--- src/rtl/alu_mc_if.sv ---
// Handshake bundle between the register-read stage and the multi-cycle ALU.
// The master drives operands and takes results; the slave is the ALU.
interface alu_mc_if #(
    parameter int WIDTH = 32
);
    logic             in_valid;
    logic             in_ready;
    logic [WIDTH-1:0] alu_in_a;
    logic [WIDTH-1:0] alu_in_b;
    logic [2:0]       opcode;
    logic             out_valid;
    logic             out_ready;
    logic [WIDTH-1:0] alu_res;
    logic [3:0]       flags;

    modport master (
        output in_valid, alu_in_a, alu_in_b, opcode, out_ready,
        input  in_ready, out_valid, alu_res, flags
    );

    modport slave (
        input  in_valid, alu_in_a, alu_in_b, opcode, out_ready,
        output in_ready, out_valid, alu_res, flags
    );
endinterface

--- src/rtl/alu_mc.sv ---
// Multi-cycle ALU: single-cycle add/sub/logic/compare ops plus an iterative
// shift-add multiply, with valid/ready on both sides and {N,Z,C,V} flags.
module alu_mc #(
    parameter int WIDTH = 32,
    parameter int CNT_W = $clog2(WIDTH) + 1
) (
    input  logic     clk,
    input  logic     rst,
    alu_mc_if.slave  bus
);
    typedef enum logic [1:0] {
        ST_IDLE = 2'd0,
        ST_MUL  = 2'd1,
        ST_HOLD = 2'd2
    } state_e;

    localparam logic [2:0] OP_ADD = 3'b000;
    localparam logic [2:0] OP_SUB = 3'b001;
    localparam logic [2:0] OP_AND = 3'b010;
    localparam logic [2:0] OP_OR  = 3'b011;
    localparam logic [2:0] OP_XOR = 3'b100;
    localparam logic [2:0] OP_SLT = 3'b101;
    localparam logic [2:0] OP_MUL = 3'b110;

    state_e               state_q, state_d;
    logic [2*WIDTH-1:0]   mcand_q, mcand_d;
    logic [2*WIDTH-1:0]   acc_q, acc_d;
    logic [WIDTH-1:0]     mplier_q, mplier_d;
    logic [WIDTH-1:0]     res_q, res_d;
    logic [3:0]           flags_q, flags_d;
    logic                 out_valid_q, out_valid_d;
    logic [CNT_W-1:0]     cnt_q, cnt_d;

    logic [WIDTH-1:0]     b_eff_s;
    logic [WIDTH:0]       sum_s;
    logic [WIDTH-1:0]     op_res_s;
    logic                 op_c_s;
    logic                 op_v_s;
    logic [2*WIDTH-1:0]   acc_next_s;

    function automatic logic [3:0] make_flags(input logic [WIDTH-1:0] r,
                                              input logic c, input logic v);
        return {r[WIDTH-1], (r == {WIDTH{1'b0}}), c, v};
    endfunction

    // Single-cycle datapath evaluated directly on the operand inputs at accept.
    always_comb begin
        b_eff_s  = (bus.opcode == OP_SUB) ? ~bus.alu_in_b : bus.alu_in_b;
        sum_s    = {1'b0, bus.alu_in_a} + {1'b0, b_eff_s}
                 + {{WIDTH{1'b0}}, (bus.opcode == OP_SUB)};
        op_res_s = {WIDTH{1'b0}};
        op_c_s   = 1'b0;
        op_v_s   = 1'b0;
        case (bus.opcode)
            OP_ADD, OP_SUB: begin
                op_res_s = sum_s[WIDTH-1:0];
                op_c_s   = sum_s[WIDTH];
                // SUB feeds ~B, so one sign rule covers both directions
                op_v_s   = (bus.alu_in_a[WIDTH-1] == b_eff_s[WIDTH-1]) &&
                           (sum_s[WIDTH-1] != bus.alu_in_a[WIDTH-1]);
            end
            OP_AND: op_res_s = bus.alu_in_a & bus.alu_in_b;
            OP_OR:  op_res_s = bus.alu_in_a | bus.alu_in_b;
            OP_XOR: op_res_s = bus.alu_in_a ^ bus.alu_in_b;
            OP_SLT: op_res_s = {{(WIDTH-1){1'b0}},
                                ($signed(bus.alu_in_a) < $signed(bus.alu_in_b))};
            default: op_res_s = {WIDTH{1'b0}};
        endcase
    end

    assign acc_next_s = acc_q + (mplier_q[0] ? mcand_q : {(2*WIDTH){1'b0}});

    // Next-state logic for the FSM and all datapath registers.
    always_comb begin
        state_d     = state_q;
        mcand_d     = mcand_q;
        acc_d       = acc_q;
        mplier_d    = mplier_q;
        res_d       = res_q;
        flags_d     = flags_q;
        out_valid_d = out_valid_q;
        cnt_d       = cnt_q;
        case (state_q)
            ST_IDLE: begin
                if (bus.in_valid) begin
                    if (bus.opcode == OP_MUL) begin
                        state_d  = ST_MUL;
                        mcand_d  = {{WIDTH{1'b0}}, bus.alu_in_a};
                        mplier_d = bus.alu_in_b;
                        acc_d    = {(2*WIDTH){1'b0}};
                        cnt_d    = {CNT_W{1'b0}};
                    end else begin
                        state_d     = ST_HOLD;
                        res_d       = op_res_s;
                        flags_d     = make_flags(op_res_s, op_c_s, op_v_s);
                        out_valid_d = 1'b1;
                    end
                end else begin
                    state_d = ST_IDLE;
                end
            end
            ST_MUL: begin
                // One multiplier bit per cycle, LSB first
                acc_d    = acc_next_s;
                mcand_d  = {mcand_q[2*WIDTH-2:0], 1'b0};
                mplier_d = {1'b0, mplier_q[WIDTH-1:1]};
                if (cnt_q == CNT_W'(WIDTH - 1)) begin
                    state_d     = ST_HOLD;
                    res_d       = acc_next_s[WIDTH-1:0];
                    flags_d     = make_flags(acc_next_s[WIDTH-1:0], 1'b0,
                                             |acc_next_s[2*WIDTH-1:WIDTH]);
                    out_valid_d = 1'b1;
                end else begin
                    cnt_d = cnt_q + CNT_W'(1);
                end
            end
            ST_HOLD: begin
                if (bus.out_ready) begin
                    state_d     = ST_IDLE;
                    out_valid_d = 1'b0;
                end else begin
                    out_valid_d = 1'b1;
                end
            end
            default: begin
                state_d     = ST_IDLE;
                out_valid_d = 1'b0;
            end
        endcase
    end

    // State and datapath registers; reset drops any in-flight or held result.
    always_ff @(posedge clk) begin
        if (rst) begin
            state_q     <= ST_IDLE;
            mcand_q     <= {(2*WIDTH){1'b0}};
            acc_q       <= {(2*WIDTH){1'b0}};
            mplier_q    <= {WIDTH{1'b0}};
            res_q       <= {WIDTH{1'b0}};
            flags_q     <= 4'b0000;
            out_valid_q <= 1'b0;
            cnt_q       <= {CNT_W{1'b0}};
        end else begin
            state_q     <= state_d;
            mcand_q     <= mcand_d;
            acc_q       <= acc_d;
            mplier_q    <= mplier_d;
            res_q       <= res_d;
            flags_q     <= flags_d;
            out_valid_q <= out_valid_d;
            cnt_q       <= cnt_d;
        end
    end

    assign bus.in_ready  = (state_q == ST_IDLE);
    assign bus.out_valid = out_valid_q;
    assign bus.alu_res   = res_q;
    assign bus.flags     = flags_q;
endmodule

--- src/flat_wrapper.sv ---
// flat-port wrapper written by rule: the top's interface ports become plain ports
module alu_mc_flat 
#(
    parameter int WIDTH = 32,
    parameter int CNT_W = $clog2(WIDTH) + 1
)
  (clk, rst, bus_in_valid, bus_alu_in_a, bus_alu_in_b, bus_opcode, bus_out_ready, bus_in_ready, bus_out_valid, bus_alu_res, bus_flags);
  alu_mc_if #(.WIDTH(WIDTH)) bus_i ();
  input  logic clk;
  input  logic rst;
  input wire logic [$bits(bus_i.in_valid)-1:0] bus_in_valid;
  input wire logic [$bits(bus_i.alu_in_a)-1:0] bus_alu_in_a;
  input wire logic [$bits(bus_i.alu_in_b)-1:0] bus_alu_in_b;
  input wire logic [$bits(bus_i.opcode)-1:0] bus_opcode;
  input wire logic [$bits(bus_i.out_ready)-1:0] bus_out_ready;
  output wire logic [$bits(bus_i.in_ready)-1:0] bus_in_ready;
  output wire logic [$bits(bus_i.out_valid)-1:0] bus_out_valid;
  output wire logic [$bits(bus_i.alu_res)-1:0] bus_alu_res;
  output wire logic [$bits(bus_i.flags)-1:0] bus_flags;
  assign bus_i.in_valid = bus_in_valid;
  assign bus_i.alu_in_a = bus_alu_in_a;
  assign bus_i.alu_in_b = bus_alu_in_b;
  assign bus_i.opcode = bus_opcode;
  assign bus_i.out_ready = bus_out_ready;
  assign bus_in_ready = bus_i.in_ready;
  assign bus_out_valid = bus_i.out_valid;
  assign bus_alu_res = bus_i.alu_res;
  assign bus_flags = bus_i.flags;
  alu_mc #(.WIDTH(WIDTH), .CNT_W(CNT_W)) u_core (.clk(clk), .rst(rst), .bus(bus_i));
endmodule
--- config.mk ---
export PLATFORM = sky130hd
export DESIGN_NAME = alu_mc_flat
export DESIGN_NICKNAME = d
export VERILOG_FILES = /design/src/rtl/alu_mc_if.sv /design/src/rtl/alu_mc.sv /design/src/flat_wrapper.sv
export SDC_FILE = /design/constraint.sdc
export NUM_CORES = 1
export LEC_CHECK = 0
export CAP_MARGIN = 25
export CORE_MARGIN = 1.5
export CORE_UTILIZATION = 45
export CTS_BUF_LIST = sky130_fd_sc_hd__clkbuf_4
export DETAILED_ROUTE_END_ITERATION = 8
export GPL_TIMING_DRIVEN = 0
export PLACE_DENSITY = 0.74
export RECOVER_POWER = 100
export SLEW_MARGIN = 20
export SYNTH_ARGS = -nofsm -noshare
export SYNTH_HDL_FRONTEND = slang
export SYNTH_SLANG_ARGS = --single-unit
--- constraint.sdc ---
create_clock -name clk -period 6.53 [get_ports clk]
set_input_delay 1.306 -clock clk [delete_from_list [all_inputs] [get_ports clk]]
set_output_delay 1.306 -clock clk [all_outputs]
set_load 0.005 [all_outputs]
**Word-level counts from Yosys, hierarchy flattened**

Index checks and enable logic that the tools add are counted.

- Flip-flop bits (word level): 205
- Bits of input ports: 71
- Word-level logic and storage cells: 83

- $add $sub $neg: 4
- $lt $le $gt $ge: 1
- Eq/ne operators: 17
- Multiplexer cells: 36
- Bitwise gates (word level): 4
- Reduce and logical (&&, ||, !) cells: 13

Operator list:

| operator | count |
|---|---|
| $mux 64 | 5 |
| $pmux 64 s2 | 2 |
| $mux 32 | 6 |
| $pmux 32 s5 | 1 |
| $pmux 32 s2 | 2 |
| $add 64x64->64 | 1 |
| $logic_not 32->1 | 2 |
| $add 32x32->33 | 1 |
| $add 33x1->33 | 1 |
| $and 32x32->32 | 1 |
| $lt 32x32->1 | 1 |
| $not 32->32 | 1 |
| $or 32x32->32 | 1 |
| $reduce_or 32->1 | 1 |
| $xor 32x32->32 | 1 |
| $mux 6 | 3 |
| $mux 4 | 3 |
| $pmux 6 s2 | 1 |
| $eq 3x3->1 const B | 3 |
| $mux 2 | 4 |
| $ne 2x2->1 const B | 4 |
| $pmux 4 s2 | 1 |
| $reduce_and 4->1 | 2 |
| $add 6x1->6 const B | 1 |
| other kinds (18) | 26 |

**Longest topological paths before layout**

Gate-level depths: netlist of the first run.

- Word-level depth: 10
- Depth in mapped cells: 22

**Least setup slack after synthesis of the first run**

No wires, ideal clock.

- Path type: input -> register
- Start point: input port bus_opcode[0]
- End point: register u_core.res_q[24] (netlist: u_core.bus.alu_res[24])
- Arrival: 5895 ps
- Data required time: 6470 ps
- Slack: 575 ps
- Stages on the path: 21
- Path through: clkbuf_1 > clkbuf_1 > buf_2 > clkbuf_1 > and2_1 > clkbuf_1 > buf_2 > xnor2_1 > ha_1 > a21o_1 > a21o_1 > a221o_1 > a21o_1 > a21boi_1 > o31ai_1 > a21oi_1 > o2bb2ai_1 > xnor2_1 > a21oi_1 > a2111oi_0 > a31o_1

- Word-level cells in the longest chain between the ends: 8
- Elaborated cells between the ends (all ways): 17
- Classes of those cells: add/sub (2); eq/ne (7); mux (5); reduce/logical (3)

Ends and longest elaborated chain:

| element | RTL line | text |
|---|---|---|
| start, declared | flat_wrapper.sv:14 | `input wire logic [$bits(bus_i.opcode)-1:0] bus_opcode;` |
| $eq 3x1->1 | alu_mc.sv:48, alu_mc.sv:50, alu_mc.sv:54 |  |
| $mux 32 | alu_mc.sv:48 | `b_eff_s = (bus.opcode == OP_SUB) ? ~bus.alu_in_b : bus.alu_in_b;` |
| $add 32x32->33 | alu_mc.sv:49 | `sum_s = {1'b0, bus.alu_in_a} + {1'b0, b_eff_s}` |
| $add 33x1->33 | alu_mc.sv:50 | `+ {{WIDTH{1'b0}}, (bus.opcode == OP_SUB)};` |
| $pmux 32 s5 | alu_mc.sv:54 | `case (bus.opcode)` |
| $mux 32 | alu_mc.sv:86 | `if (bus.opcode == OP_MUL) begin` |
| $mux 32 | alu_mc.sv:85 | `if (bus.in_valid) begin` |
| $pmux 32 s2 | alu_mc.sv:83 | `case (state_q)` |
| end signal, assigned | alu_mc.sv:139 | `res_q <= {WIDTH{1'b0}};` |
| end signal, assigned | alu_mc.sv:148 | `res_q <= res_d;` |
| end, declared | alu_mc.sv:29 | `logic [WIDTH-1:0] res_q, res_d;` |

Several ways; a longest one is shown, not always the timed one. The select of a mux whose other input is x is not followed.
A chain may end at the register's enable or synchronous reset.

**Worst setup path after layout of the first run**

- Start point: input port bus_opcode[1]
- End point: register u_core.flags_q[2] (netlist: u_core.bus.flags[2])

- Word-level cells in the longest chain between the ends: 9
- Elaborated cells between the ends (all ways): 18
- Classes of those cells: add/sub (2); eq/ne (7); mux (5); reduce/logical (4)

Ends and longest elaborated chain:

| element | RTL line | text |
|---|---|---|
| $eq 3x1->1 | alu_mc.sv:48, alu_mc.sv:50, alu_mc.sv:54 |  |
| $mux 32 | alu_mc.sv:48 |  |
| $add 32x32->33 | alu_mc.sv:49 |  |
| $add 33x1->33 | alu_mc.sv:50 |  |
| $pmux 32 s5 | alu_mc.sv:54 |  |
| $logic_not 32->1 | alu_mc.sv:43 | `return {r[WIDTH-1], (r == {WIDTH{1'b0}}), c, v};` |
| $mux 4 | alu_mc.sv:86 |  |
| $mux 4 | alu_mc.sv:85 |  |
| $pmux 4 s2 | alu_mc.sv:83 |  |
| end signal, assigned | alu_mc.sv:149 | `flags_q <= flags_d;` |
| end, declared | alu_mc.sv:30 | `logic [3:0] flags_q, flags_d;` |

Several ways; a longest one is shown, not always the timed one. The select of a mux whose other input is x is not followed.

==> flow_summary.toml, run 1 <==
[cells_and_area]
syn_to_final_growth_pct = 14.29
multi_input_area_sq_um = 12270
drive_above_1_share_pct = 5.267
final_util_pct = 52.38
regArea_sq_um = 4084
postLayoutCellArea_sq_um = 19820
fill_cells = 3845
final_nets = 2824

[timing]
hold_slack_ns = 0.4508
finClkSkew_ns = 0.07353
period_share_pct = 97.57
setup_tns_ns = 0
worstMarginPinSlew_ns = 1.095
final.setup.worst_slack_ns = 0.1589
slew_viol_final = 0
rsz0062_at_grt = "yes"
final_hold_viol_count = 0
fin_crit_ns = 6.371
fmax_ghz = 0.1570
finalSetupViolCount = 0
relSlewSlack_pct = 26.99

[routing]
totalWireLength_microns = 68150
initialDrtViolationCount = 1511
routedWlPerCell_microns = 21.89
antenna_left = 0
vias_per_cell = 6.037
dr_total_vias = 18790
first_pass_iters = 8
remaining_drc_errors = 0

[yosys]
synth-seq-cells = 204
synthArstFlopShare_pct = 0
synth_top_family_by_area = "simple AND/OR/NAND/NOR gates"
synth-simple-area-share_pct = 24.60
synth_nets = 2656
syn-cell-area_sq_um = 17340
synth_mux_area_share_pct = 1.674
synth.avg_cell_area_sq_um = 7.260
synthXorXnorAreaFrac_pct = 5.858
synth_fa_ha_area_share_pct = 14.23
synth_cell_types = 81
synth_flop_cell = "dfxtp_1"
synthCells = 2389
yosysSeqAreaShare_pct = 23.55
synth-edff-count = 0
synth_compound_area_share_pct = 24.25
ys_warn_count = 0

[global_route]
grt_util_met2_pct = 55.49
grt_usage_pct = 34.08
grt_max_degree = 20
first_global_vias = 18230
grt-ovfl-total = 0
busiest_layer = "met2"
antenna_found_initial = 2
grt_pass1_wl_microns = 102400
grt_util_met1_pct = 40.88
gr-usage-met3_pct = 5.637

[clock_tree]
holdBufCountCts = 0
cts_tree = "yes"
htreeDepth = 2
cts_buffer_depth = 3
root_buffer = "clkbuf_4"
cts.clk_slew.worst_paths_ns = 0.07
clock_sinks = 204
cts_buffers = 57
worstSkewPairLatency_ns = 0.84

[floorplanning]
die_area_sq_um = 39730
die_x_microns = 199.3
core_sq_um = 37840
rows = 71
initial_core_util_pct = 45.83
io_pins = 109
die_h_microns = 199.3

[critical_path]
cp_max_fo = 10
worst-setup-path-type = "in -> reg"
worstPathRequired_ns = 7.26
critPathArrivalTime_ns = 7.10
end_kind = "flip-flop"
cp-start-kind = "input pin"

[run_status]
status = "finished, final reports clean"

[hold_path]
worstHoldPathType = "reg -> reg"

[place]
io_buffers = 107
place_area_sq_um = 19060
hpwl_microns = 53990
place.gp.congestion = 0.9897
place_ws_ns = -2.029

[power_and_ir_drop]
p_leak_uw = 0.008256
power_density_nw_per_um2 = 166.9
irDropWorstVdd_mv = 0.09854

[run]
drv_cap = 0
## metrics by stage
stage / instances / power [uW]
2_1_floorplan: 2389 / 1786
3_3_place_gp: 3007 / 2101
3_5_place_dp: 3007 / 2109
4_1_cts: 3109 / 3304
5_1_grt: 3113 / 3449
6_report: 3113 / 3309
## metal layers
layer | vias up | share of wire, %
met5 | - | 0
li1 | 8867 | -
met1 | 8810 | 40
met3 | 261 | 8.0
met4 | 0 | 7.1
met2 | 856 | 45
## cells in the final DEF, fill, tap and decap left out, drive strengths merged, types with 76 or more instances in the layout
cell type / count
inv: 124
clkbuf: 193
ha: 194
dfxtp: 204
nor2: 214
o21ai: 110
nand2: 357
xnor2: 81
nand3: 94
and2: 76
a21oi: 254
## worst max-delay path, cell delays in order
cell             delay, ns
clkdlybuf4s50_1       0.53
clkbuf_2              0.25
nor2_1                0.15
clkbuf_2              0.36
clkbuf_2              0.34
and2_1                0.16
clkbuf_1              0.24
clkbuf_4              0.35
xnor2_1               0.16
ha_1                  0.28
o211ai_1              0.12
nor2_1                0.26
nand2_1               0.07
o21ai_0               0.42
and2_1                0.23
nor3b_1               0.18
a2111oi_0             0.13
a221oi_1              0.59
nand4b_1              0.30
nor4_1                0.27
and4_1                0.24
a31o_1                0.14
## path summary, 6_finish.rpt
check,startpoint,end,slack (ns),cells past startpoint
worst max-delay path,bus_opcode[1],u_core.bus.flags[2],0.16,22
worst min-delay path,u_core.mcand_q[49],u_core.mcand_q[50],0.45,2
worst max register to register,u_core.mplier_q[0],u_core.bus.flags[0],0.45,18
worst min register to register,u_core.mcand_q[49],u_core.mcand_q[50],0.45,2
## logic make-up (layout without fill, tap and decap cells)
group / Yosys count / count (layout)
compound gates: 654 / 654
fa+ha+maj: 196 / 196
buf+inv: 264 / 476
xor+xnor: 116 / 116
flops: 204 / 204
simple gates: 926 / 926
other cells: 0 / 1
mux: 29 / 29
## synth_stat cells, types with 35 or more instances
library cell	instances	area share (%)
xnor2_1	81	4.1
a21oi_1	253	7.3
nor3_1	44	1.3
ha_1	194	14
inv_1	122	2.6
clkbuf_1	114	2.5
dfxtp_1	204	24
o21ai_0	95	2.7
nand3_1	94	2.7
a311oi_1	67	3.4
and2_1	76	2.7
a21o_1	35	1.5
nand2_1	357	7.7
nor2_1	213	4.6
xor2_1	35	1.8
## flip-flops by register name, summed over array words and instances (netlist names)
register / cells
u_core.mcand_q: 64
u_core.bus.out_valid: 1
u_core.acc_q: 64
u_core.cnt_q: 6
u_core.bus.alu_res: 31
u_core.mplier_q: 32
u_core.bus.flags: 4
u_core.state_q: 2
## what timing repair did
item                                   in CTS  in global routing
setup endpoints to repair                  22                  6
buffers inserted                            0                  2
pin swaps                                   0                  2
endpoints found under the hold margin       0                  0
resized for setup                           7                  9
## area by class of cell
cell class,instances,area share [%]
sequential,204,20.60
clock buffer,77,2.916
clock inverter,26,0.6628
multi-input combinational,1921,61.91
antenna,1,0.01262
tap,511,3.225
buffer,141,2.866
inverter,122,2.310
timing repair buffer,110,5.498
## report_power, final
| group | total (uW) | switching (uW) | leakage [uW] | internal, uW |
|---|---|---|---|---|
| logic | 798 | 506 | 0.00619 | 292 |
| registers | 1310 | 27.0 | 0.00165 | 1280 |
| clock network | 1200 | 617 | 0.000419 | 587 |
(Power assumes the default switching activity.)
==> run 2, diff against run 1 <==
- CTS_CLUSTER_SIZE: not set -> 24
- HOLD_SLACK_MARGIN: not set -> 0.05
==> results of run 2 <==
No change in the layout: final DEF, timing and power equal those of run 1.
==> run 3, diff against run 2 <==
- CAP_MARGIN: 25 -> not set
- SETUP_SLACK_MARGIN: not set -> 0.05
==> run 3 against run 2 <==
  * Via count down 0.26%
  * Hold slack better by 0.0037 ns
  * Die area unchanged
  * Critical path depth down 1
  * Clock power about the same
  * Core utilization down 0.079 points
  * Critical endpoint unchanged
  * Largest cell class unchanged
  * Highest routed layer unchanged
==> flow_summary.toml, run 3 (same netlist as run 1, synthesis figures left out) <==
[run_status]
status = "finished, final reports clean"

[power_and_ir_drop]
swShare_pct = 34.83
pwr-share-clk_pct = 36.4
irDropWorstVdd_mv = 0.09843
intPower_uw = 2157
power_density_nw_per_um2 = 167.2
power_frac_seq_pct = 39.5
switchingPower_uw = 1153
p_leak_uw = 0.008243
combPwrFrac_pct = 24.1

[cells_and_area]
drive_above_1_share_pct = 5.000
final_common_cell = "nand2_1"
layout_common_cells = "357 x nand2_1, 252 x a21oi_1, 212 x nor2_1"
syn_to_final_growth_pct = 14.12
fill_cells = 3854
biggestRegsByFlops = "u_core.acc_q (64), u_core.mcand_q (64), u_core.mplier_q (32)"
final_nets = 2823
multi_input_area_sq_um = 12250
regArea_sq_um = 4084
final_util_pct = 52.30

[timing]
setup_tns_ns = 0
fmax_ghz = 0.1551
slew_viol_final = 0
fin_crit_ns = 6.447
rsz0062_at_grt = "yes"
relSlewSlack_pct = 23.33
finClkSkew_ns = 0.06455
finalSetupViolCount = 0
worstMarginPinSlew_ns = 1.138
period_share_pct = 98.73
final_hold_viol_count = 0

[critical_path]
crit_path_start = "bus_opcode[1]"
reg2reg_depth = 18
worst-setup-path-type = "in -> reg"
r2r-end = "u_core.bus.flags[0]"
path_cells = "clkdlybuf4s50_1 -> clkbuf_1 -> nor2_1 -> clkbuf_2 -> clkbuf_2 -> and2_1 -> clkbuf_1 -> buf_4 -> xnor2_1 -> ha_1 -> a2111o_1 -> a311oi_2 -> a21o_1 -> and2_0 -> o21ai_0 -> xor2_1 -> a222oi_1 -> nand2_1 -> nor4_1 -> and4_1 -> a31o_1"
cp_max_fo = 10
reg2reg_from = "u_core.mplier_q[0]"
cp-start-kind = "input pin"
worstPathRequired_ns = 7.27
end_kind = "flip-flop"
cp_slowest_cell = "a222oi_1"
critPathArrivalTime_ns = 7.18
crit_path_end = "u_core.bus.flags[2]"
rrSetupSlack_ns = 0.13
slowest_delay_ns = 0.56

[clock_tree]
htreeDepth = 2
clock_sinks = 204
holdBufCountCts = 0
cts_buffer_depth = 3
cts_tree = "yes"
root_buffer = "clkbuf_4"
cts_buffers = 57
worstSkewPairLatency_ns = 0.84
cts.clk_slew.worst_paths_ns = 0.07

[routing]
routedWlPerCell_microns = 21.90
totalWireLength_microns = 68170
initialDrtViolationCount = 1464
antenna_left = 0
remaining_drc_errors = 0
first_pass_iters = 9
vias_per_cell = 6.024
dr_total_vias = 18750

[place]
place.gp.congestion = 0.9897
hpwl_microns = 53990
io_buffers = 107

[global_route]
grt_max_degree = 20
first_global_vias = 18220
grt_usage_pct = 34.07
antenna_found_initial = 2
grt_pass1_wl_microns = 102400
grt-ovfl-total = 0

[hold_path]
worstHoldPathType = "reg -> reg"

[floorplanning]
io_pins = 109
core_sq_um = 37840
rows = 71
die_x_microns = 199.3
initial_core_util_pct = 45.83
die_area_sq_um = 39730
die_h_microns = 199.3

[run]
drv_cap = 0
[run 3: layout make-up]
class	instances	area share, %
multi-input cells	1921	61.91
flip-flops and latches	204	20.63
repair buffers	109	5.449
well taps	511	3.230
clock buffers	77	2.921
plain buffers	141	2.864
inverters	122	2.314
clock inverters	26	0.6638
diodes	1	0.01264
[run 3: timing repair]
| item | in CTS | in global routing |
|---|---|---|
| pin swaps | 0 | 2 |
| buffers inserted | 0 | 2 |
| endpoints found under the setup margin | 22 | 6 |
| resized for setup | 8 | 7 |
[run 3: how the worst min path moves through the flow]
stage	cells past startpoint	slack (ns)	endpoint	from
floorplan	2	0.44	u_core.acc_q[10]	u_core.acc_q[10]
global placement	2	0.45	u_core.acc_q[6]	u_core.acc_q[6]
detailed placement	2	0.45	u_core.bus.alu_res[6]	u_core.bus.alu_res[6]
CTS	2	0.46	u_core.mcand_q[32]	u_core.mcand_q[31]
global route	2	0.48	u_core.acc_q[17]	u_core.acc_q[17]
finish	2	0.45	u_core.mcand_q[44]	u_core.mcand_q[43]
[run 3: through the flow]
step / area [sq um] / setup WS, ns / total power (uW) / instances / hold WS [ns]
2_1_floorplan: 17340 / 0.5750 / 1786 / 2389 / 0.4362
3_3_place_gp: 19050 / -2.011 / 2101 / 3007 / 0.4458
3_5_place_dp: 19060 / -2.029 / 2109 / 3007 / 0.4498
4_1_cts: 19780 / 0.06781 / 3305 / 3109 / 0.4591
5_1_grt: 19790 / -0.1138 / 3447 / 3112 / 0.4774
6_report: 19790 / 0.08286 / 3310 / 3112 / 0.4545
[run 3: power groups by stage]
stage	Combinational [uW]	Sequential [uW]	Clock (uW)
6_report	798	1310	1200
2_1_floorplan	459	1330	0
3_3_place_gp	767	1330	0
3_5_place_dp	774	1340	0
5_1_grt	855	1310	1280
4_1_cts	779	1310	1220
[run 3: critical path, delay by kind of cell]
| family | cells | cell delay (ns) |
|---|---|---|
| buf+inv | 6 | 2.07 |
| compound gates | 6 | 1.98 |
| simple gates | 6 | 1.30 |
| xor+xnor | 2 | 0.28 |
| fa+ha+maj | 1 | 0.25 |
[run 3: routing by layer]
| metal | vias to the layer above | part of all wire [%] | GRT usage [%] |
|---|---|---|---|
| met5 | - | 0 | 0 |
| li1 | 8872 | - | - |
| met3 | 260 | 8.0 | 5.637 |
| met1 | 8768 | 40 | 40.86 |
| met4 | 0 | 7.2 | 23.88 |
| met2 | 846 | 45 | 55.50 |
